## config.mk

```make
export PLATFORM = sky130hd
export DESIGN_NAME = prog_counter
export DESIGN_NICKNAME = d
export VERILOG_FILES = /design/src/rtl/prog_counter_pkg.sv /design/src/rtl/prog_counter_tick.sv /design/src/rtl/prog_counter.sv
export SDC_FILE = /design/constraint.sdc
export NUM_CORES = 1
export LEC_CHECK = 0
export CORE_MARGIN = 5
export CORE_UTILIZATION = 51
export DETAILED_ROUTE_END_ITERATION = 10
export PLACE_DENSITY = 0.79
export SLEW_MARGIN = 20
export SYNTH_ARGS = -nofsm -noshare
export SYNTH_HDL_FRONTEND = slang
export SYNTH_SLANG_ARGS = --single-unit
```

## constraint.sdc

```tcl
create_clock -name clk -period 2.9 [get_ports clk]
set_input_delay 0.725 -clock clk [delete_from_list [all_inputs] [get_ports clk]]
set_output_delay 0.725 -clock clk [all_outputs]
set_load 0.02 [all_outputs]
```

## src/rtl/prog_counter_pkg.sv

```systemverilog
// Shared definitions for the programmable counter: mode encodings and the
// one-shot sequencer state type.
package prog_counter_pkg;

  typedef enum logic [1:0] {
    MODE_WRAP     = 2'b00,
    MODE_SAT      = 2'b01,
    MODE_ONESHOT  = 2'b10,
    MODE_WRAP_ALT = 2'b11
  } mode_e;

  typedef enum logic [1:0] {
    ST_IDLE = 2'd0,
    ST_RUN  = 2'd1,
    ST_DONE = 2'd2
  } os_state_e;

endpackage

```

## src/rtl/prog_counter_tick.sv

```systemverilog
// Enable-gated prescaler: emits one tick every presc+1 enabled cycles and
// restarts from zero on a synchronous clear.
module tick_prescaler #(
  parameter int PRESC_W = 8
) (
  input  logic               clk,
  input  logic               reset,
  input  logic               en,
  input  logic               clr,
  input  logic [PRESC_W-1:0] presc,
  output logic               tick
);

  logic [PRESC_W-1:0] cnt_q, cnt_d;

  assign tick = en && (cnt_q == presc);

  always_comb begin
    cnt_d = cnt_q;
    if (clr) begin
      cnt_d = '0;
    end else if (tick) begin
      cnt_d = '0;
    end else if (en) begin
      cnt_d = cnt_q + 1'b1;
    end
  end

  always_ff @(posedge clk or posedge reset) begin
    if (reset) begin
      cnt_q <= '0;
    end else begin
      cnt_q <= cnt_d;
    end
  end

endmodule

```

## src/rtl/prog_counter.sv

```systemverilog
// Programmable up/down counter with wrap, saturate and one-shot modes,
// driven by a prescaled tick; all outputs are registered.
module prog_counter
  import prog_counter_pkg::*;
#(
  parameter int WIDTH   = 8,
  parameter int PRESC_W = 8
) (
  input  logic               clk,
  input  logic               reset,
  input  logic               en,
  input  logic               dir,
  input  logic [1:0]         mode,
  input  logic [WIDTH-1:0]   modulo,
  input  logic [PRESC_W-1:0] presc,
  input  logic               load,
  input  logic [WIDTH-1:0]   load_val,
  input  logic               start,
  output logic [WIDTH-1:0]   count,
  output logic               tc,
  output logic               done,
  output logic               running
);

  logic [WIDTH-1:0] count_q, count_d;
  logic             tc_q, tc_d;
  logic             done_q, done_d;
  logic             running_q, running_d;
  os_state_e        state_q, state_d;

  mode_e            mode_m;
  logic             oneshot;
  logic             start_eff;
  logic             presc_clr;
  logic             tick;
  logic [WIDTH-1:0] term;
  logic [WIDTH-1:0] restart_val;
  logic [WIDTH-1:0] step_val;
  logic             at_term;
  logic             over;

  assign mode_m      = mode_e'(mode);
  assign oneshot     = (mode_m == MODE_ONESHOT);
  assign start_eff   = start && oneshot;
  assign presc_clr   = load || start_eff;
  assign term        = dir ? modulo : '0;
  assign restart_val = dir ? '0 : modulo;
  assign step_val    = dir ? (count_q + 1'b1) : (count_q - 1'b1);
  assign at_term     = (count_q == term);
  assign over        = (count_q > modulo);

  tick_prescaler #(
    .PRESC_W (PRESC_W)
  ) u_presc (
    .clk   (clk),
    .reset (reset),
    .en    (en),
    .clr   (presc_clr),
    .presc (presc),
    .tick  (tick)
  );

  always_ff @(posedge clk or posedge reset) begin
    if (reset) begin
      state_q <= ST_IDLE;
    end else begin
      state_q <= state_d;
    end
  end

  always_comb begin
    count_d   = count_q;
    tc_d      = 1'b0;
    done_d    = done_q;
    state_d   = state_q;
    running_d = 1'b0;

    if (load) begin
      count_d = (load_val > modulo) ? modulo : load_val;
    end else if (start_eff) begin
      count_d = restart_val;
      state_d = ST_RUN;
      done_d  = 1'b0;
    end else if (tick && (!oneshot || state_q == ST_RUN)) begin
      if (over) begin
        // modulo was lowered under the count: snap to the terminal value silently
        count_d = term;
      end else if (mode_m == MODE_SAT || oneshot) begin
        if (!at_term) begin
          count_d = step_val;
          tc_d    = (step_val == term);
        end
      end else if (at_term) begin
        count_d = restart_val;
        tc_d    = 1'b1;
      end else begin
        count_d = step_val;
      end

      if (oneshot && count_d == term) begin
        state_d = ST_DONE;
        done_d  = 1'b1;
      end
    end

    if (!oneshot) begin
      state_d = ST_IDLE;
      done_d  = 1'b0;
    end

    running_d = en && (!oneshot || state_d == ST_RUN);
  end

  always_ff @(posedge clk or posedge reset) begin
    if (reset) begin
      count_q   <= '0;
      tc_q      <= 1'b0;
      done_q    <= 1'b0;
      running_q <= 1'b0;
    end else begin
      count_q   <= count_d;
      tc_q      <= tc_d;
      done_q    <= done_d;
      running_q <= running_d;
    end
  end

  assign count   = count_q;
  assign tc      = tc_q;
  assign done    = done_q;
  assign running = running_q;

endmodule

```

After elaboration in Yosys (flattened, before gate mapping)
Cells that the tools add are included.

word-level totals
  bits of input ports = 32
  register bits after elaboration = 21

operators by class
  muxes and demuxes = 34
  equality and inequality tests = 11
  magnitude comparators = 2
  $add $sub $neg = 3
  reductions and logical operators = 13

operators with widths
  operator                                                                 count
  8-bit two-way mux                                                        17
  8-bit == test                                                            4
  8-bit by 1-bit adder with 8-bit output, second input constant            2
  8-bit greater-than comparator                                            2
  1-bit two-way mux                                                        12
  2-bit two-way mux                                                        5
  8-bit by 1-bit subtractor with 8-bit output, second input constant       1
  2-bit by 1-bit == test with 1-bit output, second input constant          3
  3-bit by 1-bit inequality test with 1-bit output, second input constant  2
  3-bit nonzero test                                                       2
  1-bit logical AND                                                        5
  1-bit logical OR                                                         4
  3-bit AND reduction                                                      1
  2-bit == test, second input constant                                     1
  2-bit inequality test, second input constant                             1
  1-bit logical NOT                                                        1

Depth between registers and ports, before layout
  depth after elaboration = 18
  mapped depth = 12

Cells and area by module
A second synthesis with hierarchy kept.

second synthesis, totals
  cells, all modules = 383
  area total of the unflattened synthesis = 2974.1 um2

by module, submodules not included
  module          cells each  seq. area each (um2)  area each (um2)  times used
  prog_counter    330         325.3                 2459.9           1
  tick_prescaler  53          200.2                 514.2            1

Worst setup path before layout
OpenSTA, ideal clock, no wires.

  path type = input -> register
  from = input dir
  to = register running_q (netlist: running)
  data arrival time = 3.203 ns
  path buffers = 1
  required time = 2.758 ns
  path slack = -0.446 ns
  stages on the path = 12
  cell sequence = buf_4 -> inv_4 -> ha_1 -> nor2b_1 -> o21a_1 -> nor2_1 -> xor2_1 -> o211ai_1 -> a32o_1 -> or4b_4 -> nor3_4 -> o31ai_1

between the ends
  longest elaborated chain between the ends = 18

RTL lines
  item                                          RTL line                                RTL
  start: declaration                            prog_counter.sv:12                      input logic dir,
  8-bit two-way mux                             prog_counter.sv:46                      assign term = dir ? modulo : '0;
  8-bit == test                                 prog_counter.sv:49                      assign at_term = (count_q == term);
  8-bit two-way mux, on equally long branches   prog_counter.sv:93, prog_counter.sv:89
  8-bit two-way mux                             prog_counter.sv:88                      end else if (mode_m == MODE_SAT || oneshot) begin
  8-bit two-way mux                             prog_counter.sv:85                      if (over) begin
  8-bit two-way mux                             prog_counter.sv:84                      end else if (tick && (!oneshot || state_q == ST_RUN)) begin
  8-bit two-way mux                             prog_counter.sv:80                      end else if (start_eff) begin
  8-bit two-way mux                             prog_counter.sv:78                      if (load) begin
  (+3 left out)                                 -
  2-bit two-way mux (*)                         prog_counter.sv:84
  2-bit two-way mux (*)                         prog_counter.sv:80
  2-bit two-way mux (*)                         prog_counter.sv:78
  2-bit two-way mux (*)                         prog_counter.sv:106                     if (!oneshot) begin
  2-bit by 1-bit == test with 1-bit output (*)  prog_counter.sv:111                     running_d = en && (!oneshot || state_d == ST_RUN);
  1-bit logical OR (*)                          prog_counter.sv:111
  1-bit logical AND (*)                         prog_counter.sv:111
  via running_d                                 prog_counter.sv:28                      logic running_q, running_d;
  end signal: assignment                        prog_counter.sv:124                     running_q <= running_d;
  end: declaration                              prog_counter.sv:28

Mark *: on every way through the listed nets, which the timed path passes. The rest lies on a longest branch. The select of a mux whose other input is x is not followed.
A chain may end at the register's enable or synchronous reset.

Worst setup path after layout
  from = input modulo[6]
  to = register running_q (netlist: running)

between the ends
  longest elaborated chain between the ends = 18

RTL lines
  item                                          RTL line                                RTL
  start: declaration                            prog_counter.sv:14                      input logic [WIDTH-1:0] modulo,
  8-bit two-way mux                             prog_counter.sv:46
  8-bit == test                                 prog_counter.sv:49
  8-bit two-way mux, on equally long branches   prog_counter.sv:93, prog_counter.sv:89
  8-bit two-way mux                             prog_counter.sv:88
  8-bit two-way mux                             prog_counter.sv:85
  8-bit two-way mux                             prog_counter.sv:84
  8-bit two-way mux                             prog_counter.sv:80
  8-bit two-way mux                             prog_counter.sv:78
  (+3 left out)                                 -
  2-bit two-way mux (*)                         prog_counter.sv:84
  2-bit two-way mux (*)                         prog_counter.sv:80
  2-bit two-way mux (*)                         prog_counter.sv:78
  2-bit two-way mux (*)                         prog_counter.sv:106
  2-bit by 1-bit == test with 1-bit output (*)  prog_counter.sv:111
  1-bit logical OR (*)                          prog_counter.sv:111
  1-bit logical AND (*)                         prog_counter.sv:111
  via running_d                                 prog_counter.sv:28

Marked as above.

==> metrics.csv <==
metric,value,unit
status,"finished, violations left",
violations,setup timing,
synth_area_per_cell,7.80,µm²
detail_route.first_pass.iterations,7,
required,3.05,ns
port_buffers,42,
p_comb_frac,0.755,
finalHoldViolations,0,
track_usage,0.293,
rows,27,
ys_types,63,
clockRootBuffer,clkbuf_8,
area.growth.synth_to_final,48.3,%
holdBufCountCts,0,
cts-buffers-inserted,3,
clkTransAtPathRegs,0.09,ns
netlist_instances,375,
cp_slowest_cell,or4b_4,
cp_num_buf_inv,2,
crit_family,compound AO/OA/AOI/OAI gates,
cts.sinks,21,
die_height,85.8,µm
finalCriticalPeriod,2.98,ns
synthTopCellsByArea,"dfrtp_1 (18%), ha_1 (10%), xnor2_1 (5.1%)",
slowest_delay,0.51,ns
clock_latency,0.27,ns
ys_warn_count,0,
finalClockSkew,0.00380,ns
rsz0062_at_grt,true,
drtIter0Drc,491,
leakagePower,1.95,nW
cts_buffer_depth,2,
p_sw,0.00108,W
wire_per_inst,19.7,µm
worstPathArrival,3.13,ns
dp_hpwl,8250,µm
hp-class,register to register,
grt_overflow,0,
worst_slack,-0.0843,ns
filler_cell_count,384,
utilization,0.783,
report.final.slew_viol_count,0,
ys.flop_type,dfrtp_1,
setup_viol,4,
timing.final.crit_share,1.03,
layout-drive-gt1-share,0.297,
path_class,input pin to register,
powerDensity,561,nW/µm²
drv_cap,0,
via_count,3569,
rr_startpoint,count[5]$_DFFE_PP0P_,
fmax,335,MHz
synth_area_leader_cell,dfrtp_1,
r2r_end,running$_DFF_PP0_,
core,5540,µm²
path_cells,"clkdlybuf4s15_1, xor2_1, o22a_1, a32oi_2, buf_4, a21oi_2, a31oi_1, o22ai_1, or4b_4, nor3_4, o31ai_1",
layout.nets,549,
cts_htree_levels,1,
gp_congestion,0.977,
synth-edff-count,0,
grt_pass1_wl,17300,µm
r2r_cells,10,
routed_via_density,6.34,
end_kind,register,
worst-r2r-setup-slack,0,ns
antenna_found_initial,0,
ys_ff_latch,21,
start_kind,input pin,
worstPathMaxFanout,4,
die_area,7350,µm²
tightest_slew,0.821,ns
pwr-share-clk,0.084,
die_width,85.8,µm
slew_headroom,0.452,
finalPower,0.00243,W
cts_tree,done,
antennaDiodeCount,0,
route.detailed.drc,0,
grt_max_degree,22,
postRouteAntennaNets,0,
min-delay-start,count[1]$_DFFE_PP0P_,
power.internal,0.00135,W
p_seq_frac,0.161,
yosysSeqAreaShare,0.180,
peakVddDrop,0.000612,V
netlist.area_leader.share,0.180,
hold_end,count[1]$_DFFE_PP0P_,
synth-async-reset-ratio,1.00,
start_util,0.528,
syn-cell-area,2930,µm²
grt_pass1_vias,3565,
hold_depth,1,
io_pins,43,
finalWirelength,11100,µm
syn-num-nets,432,
p_sw_frac,0.446,
[Yosys cell counts (4+ instances only)]
library cell	instances
ha_1	24
clkbuf_1	16
a21oi_1	28
xnor2_1	17
nand3_1	11
dfrtp_1	21
nor2b_1	10
nand4_1	11
o21a_1	6
inv_1	21
xor2_1	8
nand2b_1	6
mux2i_1	14
nand2_1	33
o21ai_0	18
nor2_1	21
a211oi_1	8
o21ai_1	4
nor3_1	7
a21o_1	11
a31oi_1	8
a221oi_1	6
[power groups by stage]
stage / registers [W] / clock network, W / logic [W]
floorplan: 0.000421 / 0 / 0.000844
CTS: 0.000385 / 0.000206 / 0.00169
global route: 0.000393 / 0.000217 / 0.00196
finish: 0.000392 / 0.000205 / 0.00184
global placement: 0.000389 / 0 / 0.00153
detailed placement: 0.000390 / 0 / 0.00156
[what timing repair did]
action,4_1_cts,5_1_grt
endpoints found under the hold margin,0,0
gates resized for setup,42,30
setup buffers,10,1
pin swaps,16,10
setup endpoints to repair,13,13
[area by class of cell]
cell class / instances / area (µm²) / area share
Multi-Input combinational cell: 311 / 2450 / 0.564
Timing Repair Buffer: 133 / 1140 / 0.262
Sequential cell: 21 / 526 / 0.121
Inverter: 22 / 90.1 / 0.0208
Tap cell: 72 / 90.1 / 0.0208
Clock buffer: 3 / 41.3 / 0.00951
Clock inverter: 1 / 7.51 / 0.00173
[through the flow]
stage / area, µm² / hold WS (ns) / setup slack (ns) / TNS, ns / cells
2_1_floorplan: 3000 / 0.494 / -0.199 / -0.788 / 375
3_3_place_gp: 4030 / 0.486 / -0.763 / -8.02 / 548
3_5_place_dp: 4030 / 0.501 / -0.865 / -9.14 / 548
4_1_cts: 4230 / 0.522 / -0.0110 / -0.0252 / 562
5_1_grt: 4340 / 0.537 / -0.128 / -0.443 / 563
6_report: 4340 / 0.526 / -0.0843 / -0.249 / 563
[state kept, by name, summed over array words and instances (netlist names)]
signal	cells
state_q	2
tc	1
count	8
running	1
u_presc.cnt_q	8
done	1
[logic make-up (layout without fill, tap and decap cells)]
kind of cell | count (synthesis) | count (layout) | share of synthesized area
flip-flops | 21 | 21 | 0.180
adder cells (fa/ha/maj) | 25 | 25 | 0.109
AND/OR/NAND/NOR | 120 | 120 | 0.218
AO/OA/AOI/OAI | 123 | 123 | 0.292
buffers and inverters | 43 | 159 | 0.0586
multiplexers | 18 | 18 | 0.0671
XOR/XNOR | 25 | 25 | 0.0748
[layout by cell type, fill, tap and decap left out, drive strengths merged, types with 3 or more instances in the layout]
cell and instances:
a211oi 8, a21o 11, a21oi 28, a221oi 6, a31oi 8, a32oi 5, and3 3, buf 94
clkbuf 6, clkdlybuf4s50 32, dfrtp 21, ha 24, inv 22, mux2 3, mux2i 15, nand2 34
nand2b 6, nand3 11, nand4 11, nor2 21, nor2b 10, nor3 8, o21a 6, o21ai 22
o22a 3, o22ai 3, o31ai 4, or3 3, xnor2 17, xor2 8
[layer usage]
metal	GRT usage	share of wire
met4	0.128	0.039
met5	0	0
met1	0.376	0.40
met3	0.0451	0.077
met2	0.487	0.48
[worst max-delay path by stage]
stage | from | to | slack (ns) | cells after the start
final | modulo[6] | running$_DFF_PP0_ | -0.08 | 11
after global placement | dir | done$_DFFE_PP0P_ | -0.76 | 12
after detailed placement | dir | state_q[0]$_DFF_PP0_ | -0.86 | 12
after global routing | modulo[6] | running$_DFF_PP0_ | -0.13 | 11
after CTS | dir | state_q[1]$_DFF_PP0_ | -0.01 | 11
after floorplan | modulo[4] | running$_DFF_PP0_ | -0.20 | 9
No activity file was read; power rests on OpenSTA's default activity.
